===== config.mk =====
export PLATFORM = sky130hd
export DESIGN_NAME = max2cpx_deser
export DESIGN_NICKNAME = d
export VERILOG_FILES = /design/src/rtl/ccx_max_pkg.sv /design/src/rtl/ccx_pkt_fifo.sv /design/src/rtl/max2cpx_deser.sv
export SDC_FILE = /design/constraint.sdc
export NUM_CORES = 1
export LEC_CHECK = 0
export ABC_AREA = 1
export BUFFER_PORTS_ARGS = -buffer_cell sky130_fd_sc_hd__buf_2
export CAP_MARGIN = 20
export CORE_MARGIN = 2
export CORE_UTILIZATION = 30
export CTS_CLUSTER_DIAMETER = 120
export DETAILED_ROUTE_END_ITERATION = 6
export PLACE_DENSITY = 0.54
export SETUP_SLACK_MARGIN = 0.2
export SKIP_LAST_GASP = 1
export SYNTH_ARGS = -nofsm -noshare
export SYNTH_HDL_FRONTEND = slang
export SYNTH_HIERARCHICAL = 1
export SYNTH_SLANG_ARGS = --single-unit

===== constraint.sdc =====
create_clock -name gclk -period 12.9 [get_ports gclk]
set_clock_uncertainty 0.1 [all_clocks]
set_input_delay 0.645 -clock gclk [delete_from_list [all_inputs] [get_ports gclk]]
set_output_delay 0.645 -clock gclk [all_outputs]
set_load 0.02 [all_outputs]

===== src/rtl/ccx_max_pkg.sv =====
// ccx_max_pkg: widths shared by the ccx2max CPX deserializer and PCX serializer
package ccx_max_pkg;
   localparam int CPX_WIDTH   = 145;
   localparam int PCX_WIDTH   = 124;
   localparam int MAX_D_WIDTH = 32;
   localparam int CPX_WORDS   = (CPX_WIDTH + MAX_D_WIDTH - 1) / MAX_D_WIDTH;
   localparam int CPX_LAST_W  = CPX_WIDTH - (CPX_WORDS - 1) * MAX_D_WIDTH;
   typedef logic [CPX_WIDTH-1:0] cpx_pkt_t;
endpackage


===== src/rtl/ccx_pkt_fifo.sv =====
// ccx_pkt_fifo: synchronous packet FIFO with occupancy count
// Ports: clk/rst (sync, active-high), i_push/i_data write, i_pop read,
//        o_data head entry, o_count occupancy, o_full/o_empty flags.
module ccx_pkt_fifo #(
   parameter int WIDTH = 145,
   parameter int DEPTH = 2,
   localparam int AW = (DEPTH > 1) ? $clog2(DEPTH) : 1,
   localparam int CW = $clog2(DEPTH + 1)
) (
   input  logic             clk,
   input  logic             rst,
   input  logic             i_push,
   input  logic             i_pop,
   input  logic [WIDTH-1:0] i_data,
   output logic [WIDTH-1:0] o_data,
   output logic [CW-1:0]    o_count,
   output logic             o_full,
   output logic             o_empty
);
   localparam logic [AW-1:0] LAST = AW'(DEPTH - 1);
   logic [WIDTH-1:0] r_mem [DEPTH];
   logic [AW-1:0]    r_wr_ptr;
   logic [AW-1:0]    r_rd_ptr;
   logic [CW-1:0]    r_count;
   always_ff @(posedge clk) begin
      if (rst) begin
         r_wr_ptr <= '0;
         r_rd_ptr <= '0;
         r_count  <= '0;
      end else begin
         if (i_push) begin
            r_mem[r_wr_ptr] <= i_data;
            r_wr_ptr        <= (r_wr_ptr == LAST) ? '0 : r_wr_ptr + 1'b1;
         end
         if (i_pop) r_rd_ptr <= (r_rd_ptr == LAST) ? '0 : r_rd_ptr + 1'b1;
         r_count <= r_count + CW'(i_push) - CW'(i_pop);
      end
   end
   assign o_data  = r_mem[r_rd_ptr];
   assign o_count = r_count;
   assign o_full  = (r_count == CW'(DEPTH));
   assign o_empty = (r_count == '0);
endmodule


===== src/rtl/max2cpx_deser.sv =====
// max2cpx_deser: packs 32-bit Maxeler CPX stream words into 145-bit CPX packets for the core
// Ports: gclk/reset (sync, active-high); max_cpx_valid/max_cpx_data stream in;
//        max_cpx_stall host backpressure; cpx_spc_data_rdy_cx2 one-cycle packet pulse;
//        cpx_spc_data_cx2 packet (held between pulses); cpx_overflow sticky drop flag.
module max2cpx_deser
   import ccx_max_pkg::*;
#(
   parameter int BUF_DEPTH = 2,
   parameter int MIN_GAP   = 1
) (
   input  logic                   gclk,
   input  logic                   reset,
   input  logic                   max_cpx_valid,
   input  logic [MAX_D_WIDTH-1:0] max_cpx_data,
   output logic                   max_cpx_stall,
   output logic                   cpx_spc_data_rdy_cx2,
   output logic [CPX_WIDTH-1:0]   cpx_spc_data_cx2,
   output logic                   cpx_overflow
);
   localparam int CW    = $clog2(BUF_DEPTH + 1);
   localparam int GW    = (MIN_GAP > 0) ? $clog2(MIN_GAP + 1) : 1;
   localparam int IW    = $clog2(CPX_WORDS);
   localparam int ASM_W = CPX_WIDTH - CPX_LAST_W;
   logic [ASM_W-1:0] r_asm;
   logic [IW-1:0]    r_word_idx;
   logic [GW-1:0]    r_gap;
   logic             w_accept;
   logic             w_last;
   logic             w_push;
   logic             w_pop;
   logic             w_full;
   logic             w_empty;
   logic [CW-1:0]    w_count;
   logic [CW-1:0]    w_occ_next;
   cpx_pkt_t         w_pkt;
   cpx_pkt_t         w_head;
   assign w_accept   = max_cpx_valid & ~max_cpx_stall;
   assign w_last     = (r_word_idx == IW'(CPX_WORDS - 1));
   // full is unreachable while stall is honoured; the guard keeps the FIFO consistent anyway
   assign w_push     = w_accept & w_last & ~w_full;
   assign w_pop      = ~w_empty & (r_gap == '0);
   // the last word is never stored: it is merged straight into the pushed packet
   assign w_pkt      = {max_cpx_data[CPX_LAST_W-1:0], r_asm};
   assign w_occ_next = w_count + CW'(w_push) - CW'(w_pop);
   ccx_pkt_fifo #(.WIDTH(CPX_WIDTH), .DEPTH(BUF_DEPTH)) u_fifo (
      .clk     (gclk),
      .rst     (reset),
      .i_push  (w_push),
      .i_pop   (w_pop),
      .i_data  (w_pkt),
      .o_data  (w_head),
      .o_count (w_count),
      .o_full  (w_full),
      .o_empty (w_empty)
   );
   always_ff @(posedge gclk) begin
      if (reset) begin
         r_asm                <= '0;
         r_word_idx           <= '0;
         r_gap                <= '0;
         max_cpx_stall        <= 1'b0;
         cpx_spc_data_rdy_cx2 <= 1'b0;
         cpx_spc_data_cx2     <= '0;
         cpx_overflow         <= 1'b0;
      end else begin
         if (w_accept) begin
            if (w_last) begin
               r_word_idx <= '0;
            end else begin
               r_asm[int'(r_word_idx) * MAX_D_WIDTH +: MAX_D_WIDTH] <= max_cpx_data;
               r_word_idx <= r_word_idx + 1'b1;
            end
         end
         if (max_cpx_valid & max_cpx_stall) cpx_overflow <= 1'b1;
         // stall reflects occupancy after this cycle's push/pop so the host sees it before the next word
         max_cpx_stall        <= (w_occ_next == CW'(BUF_DEPTH));
         cpx_spc_data_rdy_cx2 <= w_pop;
         if (w_pop) cpx_spc_data_cx2 <= w_head;
         r_gap <= w_pop ? GW'(MIN_GAP) : (r_gap != '0) ? r_gap - 1'b1 : r_gap;
      end
   end
endmodule


==> results.sh <==
export IMPL_die_area_sq_mm=0.07374
export IMPL_gp_congestion=0.7862
export IMPL_min_path_type="in2reg"
export IMPL_synth_seq_cells=574
export IMPL_grt_pass1_vias=13760
export IMPL_max_freq_ghz=0.2162
export IMPL_maxCapViolations=0
export IMPL_cts_tree="done"
export IMPL_pin_count=183
export IMPL_setup_viol=0
export IMPL_synthCells=1938
export IMPL_routed_wl_um=54470
export IMPL_crit_type="reg2reg"
export IMPL_synth_area_sq_mm=0.02148
export IMPL_utilization_pct=35.28
export IMPL_antenna_found_initial=1
export IMPL_leakagePower_nw=10.36
export IMPL_wl_per_cell_um=17.74
export IMPL_setup_tns_ns=0
export IMPL_slew_violations=0
export IMPL_grt_pass1_wl_um=83060
export IMPL_synth_compound_area_share_pct=5.896
export IMPL_synth_cell_types=29
export IMPL_min_period_over_period_pct=35.86
export IMPL_cts_buffers=55
export IMPL_highest_layer="met4"
export IMPL_synth_top_cell_by_area="edfxtp_1"
export IMPL_core_area_sq_mm=0.07112
export IMPL_final_common_cell="nor2_1"
export IMPL_critPathMaxStageDelay_ns=0.57
export IMPL_hpwl_um=34490
export IMPL_crit_required_ns=13.07
export IMPL_clk_pin_slew_ns=0.06
export IMPL_status="finished clean"
export IMPL_grt_max_degree=146
export IMPL_hold_depth=1
export IMPL_ys_seq_area_share_pct=67.02
export IMPL_final_hold_viol_count=0
export IMPL_yosysWarnings=6
export IMPL_syn_nets=1984
export IMPL_cp_start_kind="flip-flop"
export IMPL_postCtsSetupBuffers=0
export IMPL_port_buffers=182
export IMPL_worst_pin_slew_ns=1.048
export IMPL_drt_first_pass_iters=5
export IMPL_cp_end_kind="flip-flop"
export IMPL_cts_hold_buf=0
export IMPL_cts_root_buffer="clkbuf_16"
export IMPL_final_cell_mix="nor2_1, edfxtp_1, dfxtp_1"
export IMPL_muxShareOfSynthArea_pct=8.477
export IMPL_synthSimpleGateAreaFrac_pct=13.63
export IMPL_cp_max_fo=70
export IMPL_clock_path_buffers=3
export IMPL_cts_resized=0
export IMPL_overflow=0
export IMPL_route_detailed_drc=0
export IMPL_nNetsFinal=2120
export IMPL_die_width_um=271.6
export IMPL_path_cells="clkinv_1 > buf_4 > ha_1 > ha_1 > inv_2 > nor3_1 > nand2_1 > nor2_4 > buf_4 > buf_4 > buf_16"
export IMPL_drive_above_1_share_pct=20.85
export IMPL_synth_fa_ha_area_share_pct=0.6409
export IMPL_synth_top_family_by_area="simple AND/OR/NAND/NOR gates"
export IMPL_power_w=0.005412
export IMPL_slowest_stage="buf_4"
export IMPL_n_fill_cell=7162
export IMPL_met3WireLength_um=2817
export IMPL_peakVddDrop_mv=0.1553
export IMPL_die_height_um=271.6
export IMPL_num_vias=13810
export IMPL_wl_met1_um=24930
export IMPL_area_delta_synth_final_pct=16.84
export IMPL_rsz0062_at_grt="no"
export IMPL_register_area_sq_mm=0.01440
export IMPL_syn_area_per_cell_sq_um=11.08
export IMPL_power_density_mw_per_mm2=215.7
export IMPL_start_util_pct=30.20
export IMPL_std_cell_rows=98
export IMPL_met2_length_um=24950
export IMPL_h_tree_depth=2
export IMPL_multi_input_area_sq_mm=0.006190
export IMPL_synth_area_leaders="edfxtp_1, dfxtp_1, nor2_1"
export IMPL_cts_sinks=574
export IMPL_via_per_inst=4.499
export IMPL_clk_latency_ns=0.62
export IMPL_relSlewSlack_pct=30.12
export IMPL_cp_arrival_ns=4.80
export IMPL_antenna_cells=0
export IMPL_rr_worst_depth=11
export IMPL_synth_xor_area_share_pct=0.08157
export IMPL_yosys_area_top_type_share_pct=40.55
export IMPL_period_needed_ns=4.625
export IMPL_dpl_cell_area_sq_mm=0.02318
export IMPL_drt_iter0_drc=1001
export IMPL_antenna_left=0
export IMPL_final_area_sq_mm=0.02509
export IMPL_grt_util_all_layers_pct=14.51
export IMPL_path_common_cell="buf_4"
-- critical path: cells and delay by family (launching register included) --
family,cells,cell delay (ns)
AND/OR/NAND/NOR,3,1.11
adder cells (fa/ha/maj),2,0.56
buffers and inverters,6,2.04
flip-flops,1,0.35
-- where the power goes --
part / total (W) / internal, W / switching (W)
combinational: 0.00146 / 0.000454 / 0.00101
sequential: 0.00235 / 0.00219 / 0.000155
clock: 0.00161 / 0.000920 / 0.000687
-- stage by stage --
stage	hold WS [ns]	setup slack [ns]	instances
floorplan	0.3203	0.4914	1938
global route	0.1527	8.007	3070
CTS	0.1366	7.622	3066
finish	0.1682	8.275	3070
detailed placement	0.3349	7.661	2963
global placement	0.3264	7.772	2961
-- final timing paths --
path,from,slack (ns),to
worst min-delay path,max_cpx_data[16],0.17,u_fifo/r_mem[0][144]
worst min register to register,r_asm[39],0.35,u_fifo/r_mem[1][39]
worst max register to register,r_word_idx[0],8.27,u_fifo/r_mem[0][119]
worst max-delay path,r_word_idx[0],8.27,u_fifo/r_mem[0][119]
-- kinds of logic (layout without fill, tap and decap cells) --
group                      after synthesis  count (layout)
and+or+nand+nor                        741             741
DFF                                    574             574
AOI/OAI and AO/OA                      253             253
buffers and inverters                  212             394
muxes                                  145             145
adders and majority gates               11              11
xor gates and xnor gates                 2               2
-- flip-flops by register name, indices dropped and copies added (netlist names), named ones only --
signal,count
u_fifo/r_mem,290
cpx_spc_data_cx2,145
r_asm,128
r_word_idx,3
u_fifo/o_count,2
cpx_overflow,1
cpx_spc_data_rdy_cx2,1
max_cpx_stall,1
u_fifo/r_rd_ptr,1
u_fifo/r_wr_ptr,1
-- synthesized netlist by cell type, drive strengths merged --
cell	count
edfxtp	290
nor3b	1
a21oi	5
nand3	4
o21ai	248
ha	11
clkbuf	68
inv	91
xnor2	2
dfxtp	284
nor3	68
buf	51
mux2	145
nand2	110
clkinv	2
nor2	558
-- layout make-up --
type / count / area share [%]
sequential: 574 / 57.38
clock buffer: 83 / 6.388
clock inverter: 20 / 0.7929
timing repair buffer: 198 / 4.608
inverter: 93 / 1.426
tap: 950 / 4.737
multi-input combinational: 1152 / 24.67
-- per-layer routing --
| metal | GRT usage [%] | vias to the layer above |
|---|---|---|
| met5 | 0 | - |
| met4 | 5.278 | 0 |
| met3 | 2.654 | 80 |
| met2 | 23.02 | 344 |
| met1 | 19.80 | 6646 |
| li1 | - | 6743 |
Power figures use the tool's default switching activity.
